File: src/rtl/hwpe_axi_sink_ctrl.sv
// Sink-side sequencer for the AXI-Stream HWPE wrapper.
// Latches a job (per-stream bases, feature stride, feature count), drives the
// sink address generator enable/increment, advances all sink streams in
// lockstep against memory grants and rebases every stream on each feature
// boundary.
module hwpe_axi_sink_ctrl #(
  parameter int unsigned N_SINK_STREAMS = 4,
  parameter int unsigned ADDR_WIDTH     = 32,
  parameter int unsigned FEAT_CNT_BITS  = 16
) (
  input  logic                                 clk,
  input  logic                                 rst_n,
  input  logic                                 clear_i,
  input  logic                                 start_i,
  input  logic [N_SINK_STREAMS*ADDR_WIDTH-1:0] base_addr_i,
  input  logic [ADDR_WIDTH-1:0]                feat_stride_i,
  input  logic [FEAT_CNT_BITS-1:0]             n_feat_i,
  input  logic [N_SINK_STREAMS-1:0]            strm_valid_i,
  input  logic [N_SINK_STREAMS-1:0]            mem_gnt_i,
  output logic [N_SINK_STREAMS-1:0]            strm_ready_o,
  output logic [N_SINK_STREAMS-1:0]            ag_en_o,
  output logic [N_SINK_STREAMS-1:0]            ag_inc_o,
  output logic [N_SINK_STREAMS*ADDR_WIDTH-1:0] ag_base_addr_o,
  input  logic                                 ag_change_feat_i,
  output logic [FEAT_CNT_BITS-1:0]             feat_cnt_o,
  output logic                                 busy_o,
  output logic                                 evt_feat_o,
  output logic                                 done_o
);

  typedef enum logic [2:0] {
    IDLE,
    LOAD,
    RUN,
    FSWITCH,
    DONE
  } state_t;

  localparam logic [FEAT_CNT_BITS-1:0] FEAT_ONE = FEAT_CNT_BITS'(1);

  state_t                                   state_q, state_d;
  logic [N_SINK_STREAMS-1:0][ADDR_WIDTH-1:0] base_q;
  logic [ADDR_WIDTH-1:0]                    stride_q;
  logic [FEAT_CNT_BITS-1:0]                 n_feat_q;
  logic [FEAT_CNT_BITS-1:0]                 feat_cnt_q;
  logic [FEAT_CNT_BITS-1:0]                 feat_cnt_nxt;
  logic                                     evt_q;

  logic fire;
  logic feat_step;
  logic last_feat;
  logic accept_start;

  // A beat moves only when every stream has data and every stream is granted;
  // a soft clear in the same cycle drops the beat.
  assign fire         = (state_q == RUN) & (&strm_valid_i) & (&mem_gnt_i) & ~clear_i;
  assign feat_step    = fire & ag_change_feat_i;
  assign feat_cnt_nxt = feat_cnt_q + FEAT_ONE;
  assign last_feat    = (feat_cnt_nxt == n_feat_q);
  assign accept_start = (state_q == IDLE) & start_i;

  assign ag_inc_o       = {N_SINK_STREAMS{fire}};
  assign strm_ready_o   = {N_SINK_STREAMS{fire}};
  assign ag_base_addr_o = base_q;
  assign feat_cnt_o     = feat_cnt_q;
  assign evt_feat_o     = evt_q;

  // State register.
  always_ff @(posedge clk or negedge rst_n) begin
    if (!rst_n) begin
      state_q <= IDLE;
    end else begin
      state_q <= state_d;
    end
  end

  // Next-state logic and state-decoded outputs.
  always_comb begin
    state_d = state_q;
    ag_en_o = '0;
    busy_o  = 1'b1;
    done_o  = 1'b0;
    unique case (state_q)
      IDLE: begin
        busy_o = 1'b0;
        if (start_i) state_d = LOAD;
      end
      LOAD: begin
        state_d = RUN;
      end
      RUN: begin
        ag_en_o = '1;
        if (feat_step) state_d = last_feat ? DONE : FSWITCH;
      end
      FSWITCH: begin
        state_d = RUN;
      end
      DONE: begin
        done_o  = 1'b1;
        state_d = IDLE;
      end
      default: begin
        state_d = IDLE;
      end
    endcase
    if (clear_i) state_d = IDLE;
  end

  // Job configuration, per-stream bases, feature counter and feature event.
  // Bases advance on the completing beat so the generator picks up the new
  // base during the FSWITCH (or DONE) cycle that follows.
  always_ff @(posedge clk or negedge rst_n) begin
    if (!rst_n) begin
      base_q     <= '0;
      stride_q   <= '0;
      n_feat_q   <= '0;
      feat_cnt_q <= '0;
      evt_q      <= 1'b0;
    end else if (clear_i) begin
      base_q     <= '0;
      stride_q   <= '0;
      n_feat_q   <= '0;
      feat_cnt_q <= '0;
      evt_q      <= 1'b0;
    end else begin
      evt_q <= feat_step;
      if (accept_start) begin
        base_q     <= base_addr_i;
        stride_q   <= feat_stride_i;
        n_feat_q   <= (n_feat_i == '0) ? FEAT_ONE : n_feat_i;
        feat_cnt_q <= '0;
      end
      if (feat_step) begin
        feat_cnt_q <= feat_cnt_nxt;
        for (int unsigned j = 0; j < N_SINK_STREAMS; j++) begin
          base_q[j] <= base_q[j] + stride_q;
        end
      end
    end
  end

endmodule

File: config.mk
export PLATFORM = sky130hd
export DESIGN_NAME = hwpe_axi_sink_ctrl
export DESIGN_NICKNAME = d
export VERILOG_FILES = /design/src/rtl/hwpe_axi_sink_ctrl.sv
export SDC_FILE = /design/constraint.sdc
export NUM_CORES = 1
export LEC_CHECK = 0
export BUFFER_PORTS_ARGS = -buffer_cell sky130_fd_sc_hd__buf_4
export CORE_MARGIN = 4
export CORE_UTILIZATION = 55
export DETAILED_ROUTE_END_ITERATION = 12
export MAX_ROUTING_LAYER = met4
export PLACE_DENSITY_LB_ADDON = 0.05
export SLEW_MARGIN = 15
export SYNTH_ARGS = -nofsm -noshare
export SYNTH_HDL_FRONTEND = slang
export SYNTH_SLANG_ARGS = --single-unit
File: constraint.sdc
create_clock -name clk -period 3.9 [get_ports clk]
set_clock_uncertainty 0.2 [all_clocks]
set_input_delay 0.975 -clock clk [delete_from_list [all_inputs] [get_ports clk]]
set_output_delay 0.975 -clock clk [all_outputs]
set_load 0.03 [all_outputs]
==> summary.txt <==
Finish
  – Final Cell Area: 0.0181 mm^2
  – Fill cell count: 2139
  – Layout cells sized above 1: 21.7%
  – Area of the multi-input gates: 0.00928 mm^2
  – Non-Filler Instances: 2305
  – Area occupied by registers: 0.00490 mm^2
  – Nets: 2273
  – Final core occ: 69.4%
  – Synth-to-layout area growth: 24.0%

Setup path
  – FF-to-FF setup slack: 0.12 ns
  – Max FO, Critical Path: 5
  – CP Class: reg2reg
  – Worst path required time: 4.02 ns
  – Worst setup EP type: register
  – Crit start category: register
  – Critical Path AT: 3.89 ns

Global routing
  – Largest net degree at the start of global routing: 100
  – Initial antenna violation count: 2
  – Global Route Usage Sum: 33.8%
  – Global-route wire length before repair: 76300 um
  – Gr ovfl total: 0
  – Vias in the first global route: 14.2k

Logic synthesis
  – EDFF count, synth: 0
  – Post-synth ARST share: 100%
  – Synth Cell Area: 0.0146 mm^2
  – Top cells by area, synth: dfrtp_1, ha_1, a21oi_1
  – Post-Syn Instances: 1651
  – Count leader, synth: dfrtp_1
  – Synth warnings: 0
  – Syn Nets: 1969
  – Synth top area share: 33.6%
  – Synthesis-stage register bit count: 196
  – Post-synth cell types: 69
  – Seq/Total Area, Yosys: 33.6%
  – Synth area leader: dfrtp_1
  – Synth cell count leaders: dfrtp_1, a21oi_1, nand2_1
  – Syn_area_per_cell: 8.85 um^2
  – Main synth FF type: dfrtp_1

Timing
  – Setup Viol. Count Final: 0
  – Final period utilization: 96.8%
  – Hold Violations, Final: 0
  – Max-slew violations: 0
  – Highest Clock Rate: 265 MHz
  – Worst relative slew slack: 22.9%
  – Worst-margin pin slew: 1.15 ns
  – Final worst path period need: 3.78 ns
  – Total negative slack: 0 ns

Power
  – Pwr Total: 5.82 mW
  – Switching Share: 35.2%
  – Sequential share of power: 40.2%
  – Clk pwr share: 31.3%
  – VDD IR max: 0.267 mV
  – Internal: 3.77 mW
  – Combinational Power Share: 28.5%
  – Leak pwr: 9.12 nW
  – Net Sw Power: 2.05 mW
  – Pwr/cell area: 321 mW/mm^2

Placed design
  – Port buffer count: 347
  – Dpl hpwl: 36500 um
  – DP Area: 0.0175 mm^2
  – Dpl cells: 2270
  – GPL Wtd Cong: 0.992

Floorplan
  – Row count: 59
  – Die area: 0.0292 mm^2
  – Effective utilization at floorplan: 55.9%
  – Top Ports: 348
  – Core area: 0.0261 mm^2
  – DIE HEIGHT: 171 um
  – Die width: 171 um

Clocking
  – CTS H-tree lvls: 4
  – Sink Count: 196
  – Clock tree buffer depth: 2
  – Clock root cell: clkbuf_16
  – Clk_lat worst skew: 0.45 ns
  – Total CTS buffers: 17
  – TritonCTS clock tree: built
  – Reg clk slew, reported paths: 0.09 ns

Routing
  – DRC: 0
  – Initial DRT Pass Iterations: 6
  – Starting DRT DRC Count: 1318
  – DR vias: 14.6k
  – Drt total wl: 49500 um
  – Final antenna-violating net count: 0
  – Drt wl/cell: 21.5 um
  – Avg Vias per Cell: 6.35

Status
  – Status: finished clean

Flow run
  – Total of max-cap violations: 0

Min path
  – HP Class: reg2reg
==> stage by stage <==
step | hold slack (ns) | setup WS (ns)
global route | 0.306 | -0.0532
detailed placement | 0.269 | 0.150
finish | 0.279 | 0.123
global placement | 0.259 | 0.215
CTS | 0.277 | 0.121
floorplan | 0.242 | 0.514
==> final timing paths <==
kind	start	end	cells past startpoint
worst max-delay path	stride_q[0]$_DFFE_PN0P_	ag_base_addr_o[124]$_DFFE_PN0P_	13
worst min-delay path	state_q[2]$_DFFE_PN0P_	state_q[1]$_DFFE_PN0P_	1
worst max register to register	stride_q[0]$_DFFE_PN0P_	ag_base_addr_o[124]$_DFFE_PN0P_	13
worst min register to register	state_q[2]$_DFFE_PN0P_	state_q[1]$_DFFE_PN0P_	1
max in group asynchronous	rst_n	ag_base_addr_o[106]$_DFFE_PN0P_	2
min in group asynchronous	rst_n	ag_base_addr_o[34]$_DFFE_PN0P_	1
==> flip-flops by register name (all words and copies together), names as in the netlist <==
signal	flops
ag_base_addr_o	128
evt_feat_o	1
feat_cnt_o	16
n_feat_q	16
state_q	3
stride_q	32
==> placed cells by master, fill, tap and decap left out, types with 20 or more instances in the layout <==
cell     count
a21o_1      53
a21oi_1    159
a22o_1      48
a22oi_1     61
a31oi_1     20
and3_1      30
buf_4      368
dfrtp_1    196
ha_1       125
inv_1       28
mux2i_1     34
nand2_1    153
nand3_1     37
nor2_1      93
nor3_1      20
o21ai_0    118
o22ai_1     40
xnor2_1     79
xor2_1      54
==> metal layers <==
layer	track usage (%)	vias up	routed length, um
met3	5.36	111	3930
li1	-	6807	-
met5	-	-	0
met4	12.5	0	1900
met1	45.9	7021	21400
met2	51.4	687	22400
==> layout make-up <==
cell class | instances | area share [%]
diodes | 2 | 0.0276
clock buffers | 19 | 2.44
clock inverters | 13 | 0.752
inverters | 29 | 0.600
multi-input cells | 1339 | 51.2
flip-flops and latches | 196 | 27.1
well taps | 335 | 2.31
repair buffers | 372 | 15.6
==> worst max-delay path, cell delays in order, from the launching register on <==
cell and delay (ns):
dfrtp_1 0.49, ha_1 0.28, fa_1 0.44, a211o_1 0.33, a21oi_1 0.19, o21ai_0 0.27, a211oi_2 0.30, buf_4 0.18
nor2_1 0.07, a211o_1 0.28, o21ai_0 0.19, o21ai_0 0.19, xnor2_1 0.16, o22ai_1 0.09
==> repair_timing <==
item / CTS / global route
hold buffers: 0 / 0
gates resized for setup: 0 / 1
setup endpoints to repair: 0 / 2
buffers inserted: 0 / 1
==> logic make-up after synthesis <==
logic type               Yosys count  synth area share [%]
buffers and inverters            116                  3.30
adder cells (fa/ha/maj)          129                  11.2
flip-flops                       196                  33.6
AND/OR/NAND/NOR                  416                  13.2
AO/OA/AOI/OAI                    626                  28.3
multiplexers                      35                  2.41
XOR/XNOR                         133                  7.97
==> power by group through the flow <==
stage          clock network, mW  logic [mW]  registers [mW]
6_report                    1.82        1.66            2.34
5_1_grt                     1.92        1.80            2.35
4_1_cts                     1.84        1.65            2.33
3_5_place_dp                   0        1.64            2.37
3_3_place_gp                   0        1.62            2.36
2_1_floorplan                  0       0.881            2.48
Note: power is estimated with default switching activity, not from simulation.
